## src/rtl/special_request_conditioner_if.sv

```systemverilog
// Sensor/light inputs and request/status outputs between the
// emergency-sensor front-end and traffic_light.
interface special_request_conditioner_if;
  logic       Main_Sensor;
  logic       Side_Sensor;
  logic [2:0] Main_light;
  logic [2:0] Side_light;
  logic       Main_Special;
  logic       Side_Special;
  logic       Main_Pending;
  logic       Side_Pending;
  logic       Timeout_Pulse;

  modport master (
    output Main_Sensor, Side_Sensor, Main_light, Side_light,
    input  Main_Special, Side_Special, Main_Pending, Side_Pending, Timeout_Pulse
  );

  modport slave (
    input  Main_Sensor, Side_Sensor, Main_light, Side_light,
    output Main_Special, Side_Special, Main_Pending, Side_Pending, Timeout_Pulse
  );
endinterface

```

## src/rtl/special_request_conditioner.sv

```systemverilog
// Emergency-vehicle request front-end: per-road sync/debounce lanes feeding a
// single-grant arbiter with green-or-timeout release and a fixed cooldown.

module src_lane #(
  parameter int DEBOUNCE = 4,
  parameter int CNT_W    = 8
) (
  input  logic clk_i,
  input  logic rst_i,
  input  logic sensor_i,
  output logic rise_o
);
  logic             s1_q, s2_q, filt_q, fprev_q, filt_d;
  logic [CNT_W-1:0] cnt_q, cnt_d, cnt_inc;

  assign cnt_inc = (&cnt_q) ? cnt_q : cnt_q + 1'b1;
  assign rise_o  = filt_q & ~fprev_q;

  // Filtered level only moves after DEBOUNCE consecutive disagreeing samples.
  always_comb begin
    cnt_d  = '0;
    filt_d = filt_q;
    if (s2_q != filt_q) begin
      if (cnt_inc >= CNT_W'(DEBOUNCE)) filt_d = s2_q;
      else                             cnt_d  = cnt_inc;
    end
  end

  always_ff @(posedge clk_i or posedge rst_i) begin
    if (rst_i) begin
      s1_q    <= 1'b0;
      s2_q    <= 1'b0;
      filt_q  <= 1'b0;
      fprev_q <= 1'b0;
      cnt_q   <= '0;
    end else begin
      s1_q    <= sensor_i;
      s2_q    <= s1_q;
      filt_q  <= filt_d;
      fprev_q <= filt_q;
      cnt_q   <= cnt_d;
    end
  end
endmodule

module special_request_conditioner #(
  parameter int         DEBOUNCE   = 4,
  parameter int         TIMEOUT    = 32,
  parameter int         COOLDOWN   = 16,
  parameter int         CNT_W      = 8,
  parameter logic [2:0] GREEN_CODE = 3'b001
) (
  input logic clk_i,
  input logic rst_i,
  special_request_conditioner_if.slave req_if
);
  localparam int NUM_ROADS = 2;  // index 0 = main, 1 = side

  typedef enum logic [1:0] {ST_IDLE, ST_GRANT_MAIN, ST_GRANT_SIDE, ST_COOL} state_t;

  logic [NUM_ROADS-1:0] sensor, rise, green;
  logic [NUM_ROADS-1:0] pend_q, special_q;
  logic [CNT_W-1:0]     tmr_q, tmr_inc;
  logic                 last_side_q, tp_q;
  logic                 gidx, served, tmr_hit, cool_hit;
  state_t               state_q;

  assign sensor = {req_if.Side_Sensor, req_if.Main_Sensor};
  assign green  = {req_if.Side_light == GREEN_CODE, req_if.Main_light == GREEN_CODE};

  generate
    for (genvar g = 0; g < NUM_ROADS; g++) begin : g_road
      src_lane #(.DEBOUNCE(DEBOUNCE), .CNT_W(CNT_W)) u_lane (
        .clk_i   (clk_i),
        .rst_i   (rst_i),
        .sensor_i(sensor[g]),
        .rise_o  (rise[g])
      );
    end
  endgenerate

  assign tmr_inc  = (&tmr_q) ? tmr_q : tmr_q + 1'b1;
  assign gidx     = (state_q == ST_GRANT_SIDE);
  assign served   = green[gidx];
  assign tmr_hit  = tmr_inc >= CNT_W'(TIMEOUT);
  assign cool_hit = tmr_inc >= CNT_W'(COOLDOWN);

  always_ff @(posedge clk_i or posedge rst_i) begin
    if (rst_i) begin
      state_q     <= ST_IDLE;
      tmr_q       <= '0;
      pend_q      <= '0;
      special_q   <= '0;
      last_side_q <= 1'b1;
      tp_q        <= 1'b0;
    end else begin
      tp_q   <= 1'b0;
      // A rise on the road being served is absorbed; the exit clear below wins.
      pend_q <= pend_q | rise;
      case (state_q)
        ST_IDLE: begin
          tmr_q <= '0;
          if (pend_q[0] && (!pend_q[1] || last_side_q)) begin
            state_q   <= ST_GRANT_MAIN;
            special_q <= 2'b01;
          end else if (pend_q[1]) begin
            state_q   <= ST_GRANT_SIDE;
            special_q <= 2'b10;
          end
        end
        ST_GRANT_MAIN, ST_GRANT_SIDE: begin
          tmr_q <= tmr_inc;
          if (served || tmr_hit) begin
            state_q      <= ST_COOL;
            tmr_q        <= '0;
            special_q    <= '0;
            pend_q[gidx] <= 1'b0;
            last_side_q  <= gidx;
            tp_q         <= ~served;
          end
        end
        ST_COOL: begin
          tmr_q <= tmr_inc;
          if (cool_hit) begin
            state_q <= ST_IDLE;
            tmr_q   <= '0;
          end
        end
        default: state_q <= ST_IDLE;
      endcase
    end
  end

  assign req_if.Main_Special  = special_q[0];
  assign req_if.Side_Special  = special_q[1];
  assign req_if.Main_Pending  = pend_q[0];
  assign req_if.Side_Pending  = pend_q[1];
  assign req_if.Timeout_Pulse = tp_q;
endmodule

```

## src/flat_wrapper.sv

```systemverilog
// flat-port wrapper written by rule: the top's interface ports become plain ports
module special_request_conditioner_flat 
#(
  parameter int         DEBOUNCE   = 4,
  parameter int         TIMEOUT    = 32,
  parameter int         COOLDOWN   = 16,
  parameter int         CNT_W      = 8,
  parameter logic [2:0] GREEN_CODE = 3'b001
)
  (clk_i, rst_i, req_if_Main_Sensor, req_if_Side_Sensor, req_if_Main_light, req_if_Side_light, req_if_Main_Special, req_if_Side_Special, req_if_Main_Pending, req_if_Side_Pending, req_if_Timeout_Pulse);
  special_request_conditioner_if req_if_i ();
  input logic clk_i;
  input logic rst_i;
  input wire logic [$bits(req_if_i.Main_Sensor)-1:0] req_if_Main_Sensor;
  input wire logic [$bits(req_if_i.Side_Sensor)-1:0] req_if_Side_Sensor;
  input wire logic [$bits(req_if_i.Main_light)-1:0] req_if_Main_light;
  input wire logic [$bits(req_if_i.Side_light)-1:0] req_if_Side_light;
  output wire logic [$bits(req_if_i.Main_Special)-1:0] req_if_Main_Special;
  output wire logic [$bits(req_if_i.Side_Special)-1:0] req_if_Side_Special;
  output wire logic [$bits(req_if_i.Main_Pending)-1:0] req_if_Main_Pending;
  output wire logic [$bits(req_if_i.Side_Pending)-1:0] req_if_Side_Pending;
  output wire logic [$bits(req_if_i.Timeout_Pulse)-1:0] req_if_Timeout_Pulse;
  assign req_if_i.Main_Sensor = req_if_Main_Sensor;
  assign req_if_i.Side_Sensor = req_if_Side_Sensor;
  assign req_if_i.Main_light = req_if_Main_light;
  assign req_if_i.Side_light = req_if_Side_light;
  assign req_if_Main_Special = req_if_i.Main_Special;
  assign req_if_Side_Special = req_if_i.Side_Special;
  assign req_if_Main_Pending = req_if_i.Main_Pending;
  assign req_if_Side_Pending = req_if_i.Side_Pending;
  assign req_if_Timeout_Pulse = req_if_i.Timeout_Pulse;
  special_request_conditioner #(.DEBOUNCE(DEBOUNCE), .TIMEOUT(TIMEOUT), .COOLDOWN(COOLDOWN), .CNT_W(CNT_W), .GREEN_CODE(GREEN_CODE)) u_core (.clk_i(clk_i), .rst_i(rst_i), .req_if(req_if_i));
endmodule
```

## config.mk

```make
export PLATFORM = sky130hd
export DESIGN_NAME = special_request_conditioner_flat
export DESIGN_NICKNAME = d
export VERILOG_FILES = /design/src/rtl/special_request_conditioner_if.sv /design/src/rtl/special_request_conditioner.sv /design/src/flat_wrapper.sv
export SDC_FILE = /design/constraint.sdc
export NUM_CORES = 1
export LEC_CHECK = 0
export ABC_CLOCK_PERIOD_IN_PS = 3200
export CAP_MARGIN = 20
export CORE_UTILIZATION = 60
export DETAILED_ROUTE_END_ITERATION = 10
export PLACE_DENSITY = 0.87
export SLEW_MARGIN = 20
export SYNTH_ARGS = -nofsm -noshare
export SYNTH_HDL_FRONTEND = slang
export SYNTH_SLANG_ARGS = --single-unit
```

## constraint.sdc

```tcl
create_clock -name clk_i -period 3.2 [get_ports clk_i]
set_clock_uncertainty 0.2 [all_clocks]
set_input_delay 0.64 -clock clk_i [delete_from_list [all_inputs] [get_ports clk_i]]
set_output_delay 0.64 -clock clk_i [all_outputs]
set_load 0.02 [all_outputs]
```

Word level (Yosys, flattened, before mapping)
Cells that the tools add are included.
{ "op_classes": {"reduce_logical": 16, "order_cmp": 6, "bitwise": 8, "eq_ne": 10, "n_addsub": 3, "n_mux": 25} }
{ "op_table": {"columns": ["cell", "count"], "rows": [
  ["$mux W8", 9],
  ["$add A8 B1 Y8 const B", 3],
  ["$pmux W8 S3", 1],
  ["$reduce_and A8 Y1", 3],
  ["$ge A8 B3 Y1 const B", 2],
  ["$mux W2", 7],
  ["$ge A8 B5 Y1 const B", 1],
  ["$ge A8 B6 Y1 const B", 1],
  ["$eq A3 B1 Y1 const B", 2],
  ["$pmux W2 S3", 1],
  ["$reduce_and A2 Y1", 3],
  ["$reduce_and A3 Y1", 2],
  ["$mux W1", 5],
  ["$eq A2 B2 Y1 const B", 2],
  ["$ne A2 B1 Y1 const B", 2],
  ["$pmux W2 S2", 1],
  ["$ne A3 B1 Y1 const B", 1],
  ["$not A1 Y1", 3],
  ["$and A1 B1 Y1", 2],
  ["$and A2 B2 Y2", 1],
  ["$eq A2 B1 Y1 const B", 1],
  ["$logic_and A1 B1 Y1", 2],
  ["$logic_not A2 Y1", 1],
  ["$logic_or A1 B1 Y1", 2],
  ["9 further kinds", 10]
]} }
{ "word_totals": {"ff_bits": 40, "in_bits": 10, "output_inout_bits": 5, "wordCells": 84} }

Depth between registers and ports, before layout
{ "logic_depth": {"ltp_word": 9, "depth_mapped": 7, "depth_no_buf": 7} }

Modules after synthesis
Synthesis repeated with hierarchy kept, for this count alone.
{ "hier_totals": {"hier_cells": 146, "area_unflattened_um2": 1759.2} }
{ "by_module_without_submodules": {"columns": ["module", "area_per_inst_um2", "n_inst", "cells_per_inst", "seq_area_each_um2"], "rows": [
  ["src_lane", 440.4, 2, 32, 300.3],
  ["special_request_conditioner", 878.3, 1, 82, 401.6]
]} }

Worst setup path before layout
Ideal clock, no wire load.
{ "synth_path": {"kind": "reg-to-reg", "startpoint": "register u_core.state_q[0]", "endpoint": "register u_core.state_q[1]", "arrival_ns": 1.887, "synth_period_minus_slack_ns": 2.213, "slack_ns": 0.987, "n_path_buf": 0, "setup_ns": 0.126, "t_required_ns": 2.874, "stages_incl_launch_ff": 8, "path_cell_list": "dfrtp_1 -> inv_1 -> ha_1 -> or4b_1 -> nand3_1 -> a21boi_1 -> nor2_1 -> o2bb2a_1"} }
{ "synth_between": {"elab_chain_len": 6, "word_cells_on_any_way": 13, "classes_between": "eq/ne (6); mux (3); reduce/logical (4)"} }
{ "synth_rtl": {"columns": ["element", "line_no", "source"], "rows": [
  ["start, declared", "special_request_conditioner.sv:66", "state_t state_q;"],
  ["start signal, assigned", "special_request_conditioner.sv:90", "state_q <= ST_IDLE;"],
  ["start signal, assigned", "special_request_conditioner.sv:104", "state_q <= ST_GRANT_MAIN;"],
  ["start signal, assigned", "special_request_conditioner.sv:107", "state_q <= ST_GRANT_SIDE;"],
  ["$eq A2 B2 Y1 (*)", "special_request_conditioner.sv:83", "assign gidx = (state_q == ST_GRANT_SIDE);"],
  ["net u_core.gidx", "special_request_conditioner.sv:65", "logic gidx, served, tmr_hit, cool_hit;"],
  ["$mux W1 (not written as such) (2 in a row)", "special_request_conditioner.sv:84", "assign served = green[gidx];"],
  ["$logic_or A1 B1 Y1", "special_request_conditioner.sv:113", "if (served || tmr_hit) begin"],
  ["$ne A2 B1 Y1 (no source line)", null, null],
  ["$reduce_and A3 Y1 (no source line)", null, null]
]} }
The timed path passes the listed nets; every way through them passes the cells marked *. The select of a mux whose other input is x is not followed.
A chain may end at the register's enable or synchronous reset.

Worst setup path in the final report
Same ends and word-level chain as after synthesis.

==> summary.md <==
| Metric | Value |
|---|---|
| Outcome | finished, final reports clean |
| Antenna Diode Count | 0 |
| Routed vias | approximately 1200 |
| Post-CTS setup buffer count | 0 |
| Most used standard cell by instance count after synthesis | sky130_fd_sc_hd__dfrtp_1 |
| Effective utilization at floorplan | 0.627 |
| Hold violation count in the final report | 0 |
| Highest fanout seen on the critical path | 4 |
| Placed wire-length estimate | 2100 um |
| Min-Delay Startpoint | u_core.g_road[0].u_lane.s1_q$_DFF_PP0_ |
| FF+latch count, synth | 40 |
| Final Max Slew Viols | 0 |
| Avg Cell Area, Syn | approximately 12 sq um |
| Clock root buffer | sky130_fd_sc_hd__clkbuf_4 |
| Maximum single-stage delay on the critical path | 580 ps |
| CTS tree | done |
| Hold Crit Class | flip-flop to flip-flop |
| Share of final-layout standard cells stronger than drive strength 1 | 0.0939 |
| Share of the cycle needed by the critical path after routing | 0.761 |
| Final RePlAce weighted congestion | 0.884 |
| Cell type contributing the most total cell area after synthesis | sky130_fd_sc_hd__dfrtp_1 |
| Total wire length | ~2800 um |
| GRT Resource Usage Total | 0.220 |
| Die Area | a little over 0.003 sq mm |
| Height of the die | between 50 and 60 um |
| Max cap viols | 0 |
| Post-Route Setup TNS | 0 ps |
| Post-CTS Hold Buffers | 0 |
| VDD IR max | ~0.00065 V |
| H-tree depth reported by CTS | 2 |
| Total gr overflow | 0 |
| Number of cells produced by synthesis | approximately 150 |
| Synth area leaders | sky130_fd_sc_hd__dfrtp_1, sky130_fd_sc_hd__ha_1, sky130_fd_sc_hd__nor2_1, sky130_fd_sc_hd__mux2i_1, sky130_fd_sc_hd__nand3_1 |
| Row count | 19 |
| Synth unique cells | 39 |
| Post-cts gate resize count | 0 |
| Number of antenna violations at the first check in global routing | 0 |
| Data arrival, critical path | 2480 ps |
| Maximum clock rate | roughly 400 MHz |
| Final routed wire length divided by cell count | 13.3 um |
| Total power density per cell area | between 600 and 700 mW/mm^2 |
| Area share of the largest cell type after synthesis | 0.569 |
| DRT Pass-1 Iters | 4 |
| Share of flip-flops with an asynchronous set or reset | 1.00 |
| Number of buffer cells added on primary ports | 14 |
| Leakage | ~0.00090 uW |
| Cell area after synthesis | approximately 0.0017 sq mm |
| Crit Path Category | flip-flop to flip-flop |
| Setup repair after global routing missed its margin | false |
| Clock latency of the later-clocked register in the worst-skew pair | between 300 and 400 ps |
| Most common library cells after synthesis | sky130_fd_sc_hd__dfrtp_1, sky130_fd_sc_hd__nor2_1, sky130_fd_sc_hd__nand3_1 |
| Core area | about 0.0027 sq mm |
| Element type at the critical path end | flip-flop |
| Wire length of the first global-routing pass | a little over 5000 um |
| Vias in the first global route | 1179 |
| Crit path from | u_core.state_q[0]$_DFFE_PP0P_ |
| Count of flip-flops with a built-in enable after synthesis | 0 |
| Total I/O pin count | 15 |
| Cts bufs inserted | 5 |
| Largest net degree at the start of global routing | 41 |
| Share of the core filled with cells in the final layout | 0.733 |
| Fin nets | 198 |
| Worst-path cell with the longest stage delay | sky130_fd_sc_hd__or4b_1 |
| Total power | roughly 1300 uW |
| Width of the die | approximately 55 um |
| Required arrival time at the worst endpoint | between 3000 and 4000 ps |
| Sequential element share of the synthesized area | 0.584 |
| Routed vias/inst | ~5.5 |
| # setup viols final | 0 |
| Number of clock sinks seen by CTS | 40 |
| Crit-path cells | inv_1, ha_1, or4b_1, nand3_1, a21boi_1, nor2_1, o2bb2a_1 |
| Ys flop type | sky130_fd_sc_hd__dfrtp_1 |
| Critical register-to-register path startpoint | u_core.state_q[0]$_DFFE_PP0P_ |
| YS warnings | 0 |
| Critical Path Source Type | flip-flop |
| Antenna viol nets, final | 0 |
| Clock-pin slew on the worst setup and hold paths | about 120 ps |
| Count of unresolved DRC violations after routing | 0 |
| Clock period minus worst slack | about 2400 ps |
| Area growth from synthesis to layout | 16.8% |
| Max Buffers Root-to-Sink | 2 |
| Detailed Route Iter0 Violations | 50 |
## per-stage QoR
stage	hold slack [ps]	instances	cell area [sq um]	worst slack [ps]
floorplan	131	159	1770	987
global placement	136	205	1950	527
detailed placement	139	205	1950	475
CTS	161	212	2000	776
global route	168	212	2000	671
finish	151	212	2000	765
## critical path: cells and delay by family, from the launching register on
family | cells | cell delay (ps)
adder cells (fa/ha/maj) | 1 | 230
flip-flops | 1 | 420
AND/OR/NAND/NOR | 3 | 850
AO/OA/AOI/OAI | 2 | 540
buffers and inverters | 1 | 90
## logic make-up after synthesis
| family | Yosys count | share of synthesized area |
|---|---|---|
| xor gates and xnor gates | 8 | 0.0408 |
| buffers and inverters | 8 | 0.0175 |
| adders and majority gates | 7 | 0.0511 |
| AOI/OAI and AO/OA | 21 | 0.0883 |
| muxes | 7 | 0.0423 |
| other | 1 | 0.00219 |
| and+or+nand+nor | 53 | 0.174 |
| DFF | 40 | 0.584 |
## registers in the layout, indices dropped and copies added (netlist names)
register                      cells
u_core.state_q                    2
u_core.g_road.u_lane.s2_q         2
u_core.g_road.u_lane.cnt_q       16
u_core.tmr_q                      8
u_core.g_road.u_lane.fprev_q      2
u_core.special_q                  2
u_core.g_road.u_lane.filt_q       2
u_core.g_road.u_lane.s1_q         2
u_core.pend_q                     2
u_core.req_if.Timeout_Pulse       1
u_core.last_side_q                1
## per-layer routing
metal / global-route usage / part of all wire / up-vias
met4: 0.0857 / 0.016 / 0
met2: 0.367 / 0.51 / 22
li1: - / - / 568
met1: 0.263 / 0.43 / 564
met3: 0.0773 / 0.046 / 6
met5: 0 / 0 / -
## placed cells by master (no fill, tap or decap), drive strengths merged, types with 2 or more instances in the layout
cell type | Yosys | final
nor3 | 8 | 8
inv | 8 | 8
clkbuf | 0 | 5
mux2i | 5 | 5
dfrtp | 39 | 39
xor2 | 5 | 5
a31o | 2 | 2
nand4 | 4 | 4
clkdlybuf4s50 | 0 | 14
nor2 | 15 | 15
mux2 | 2 | 2
conb | 1 | 15
nand3 | 9 | 9
a22o | 2 | 2
ha | 7 | 7
nor2b | 2 | 2
xnor2 | 3 | 3
a21oi | 2 | 2
a21boi | 2 | 2
o21ai | 6 | 6
nand2 | 6 | 6
## worst paths after layout
kind	end	slack, ps	cells after the start
max reg2reg	u_core.state_q[1]$_DFFE_PP0P_	770	7
min	u_core.g_road[0].u_lane.s2_q$_DFF_PP0_	150	0
min reg2reg	u_core.g_road[0].u_lane.s2_q$_DFF_PP0_	150	0
max in group asynchronous	u_core.last_side_q$_DFFE_PP1P_	1950	3
max	u_core.state_q[1]$_DFFE_PP0P_	770	7
min in group asynchronous	u_core.g_road[1].u_lane.cnt_q[1]$_DFF_PP0_	490	3
## area by class of cell
class,count,area (sq um)
Multi-Input combinational cell,111,736
Tap cell,31,38.8
Clock inverter,2,12.5
Fill cell,181,729
Inverter,8,30.0
Sequential cell,40,1000
Clock buffer,5,37.5
Timing Repair Buffer,15,148
## power by group
part,leakage [uW],internal [uW],switching (uW)
sequential,0.000489,577,50.3
clock,0.0000271,80.1,156
combinational,0.000384,193,227
(Power assumes the default switching activity.)
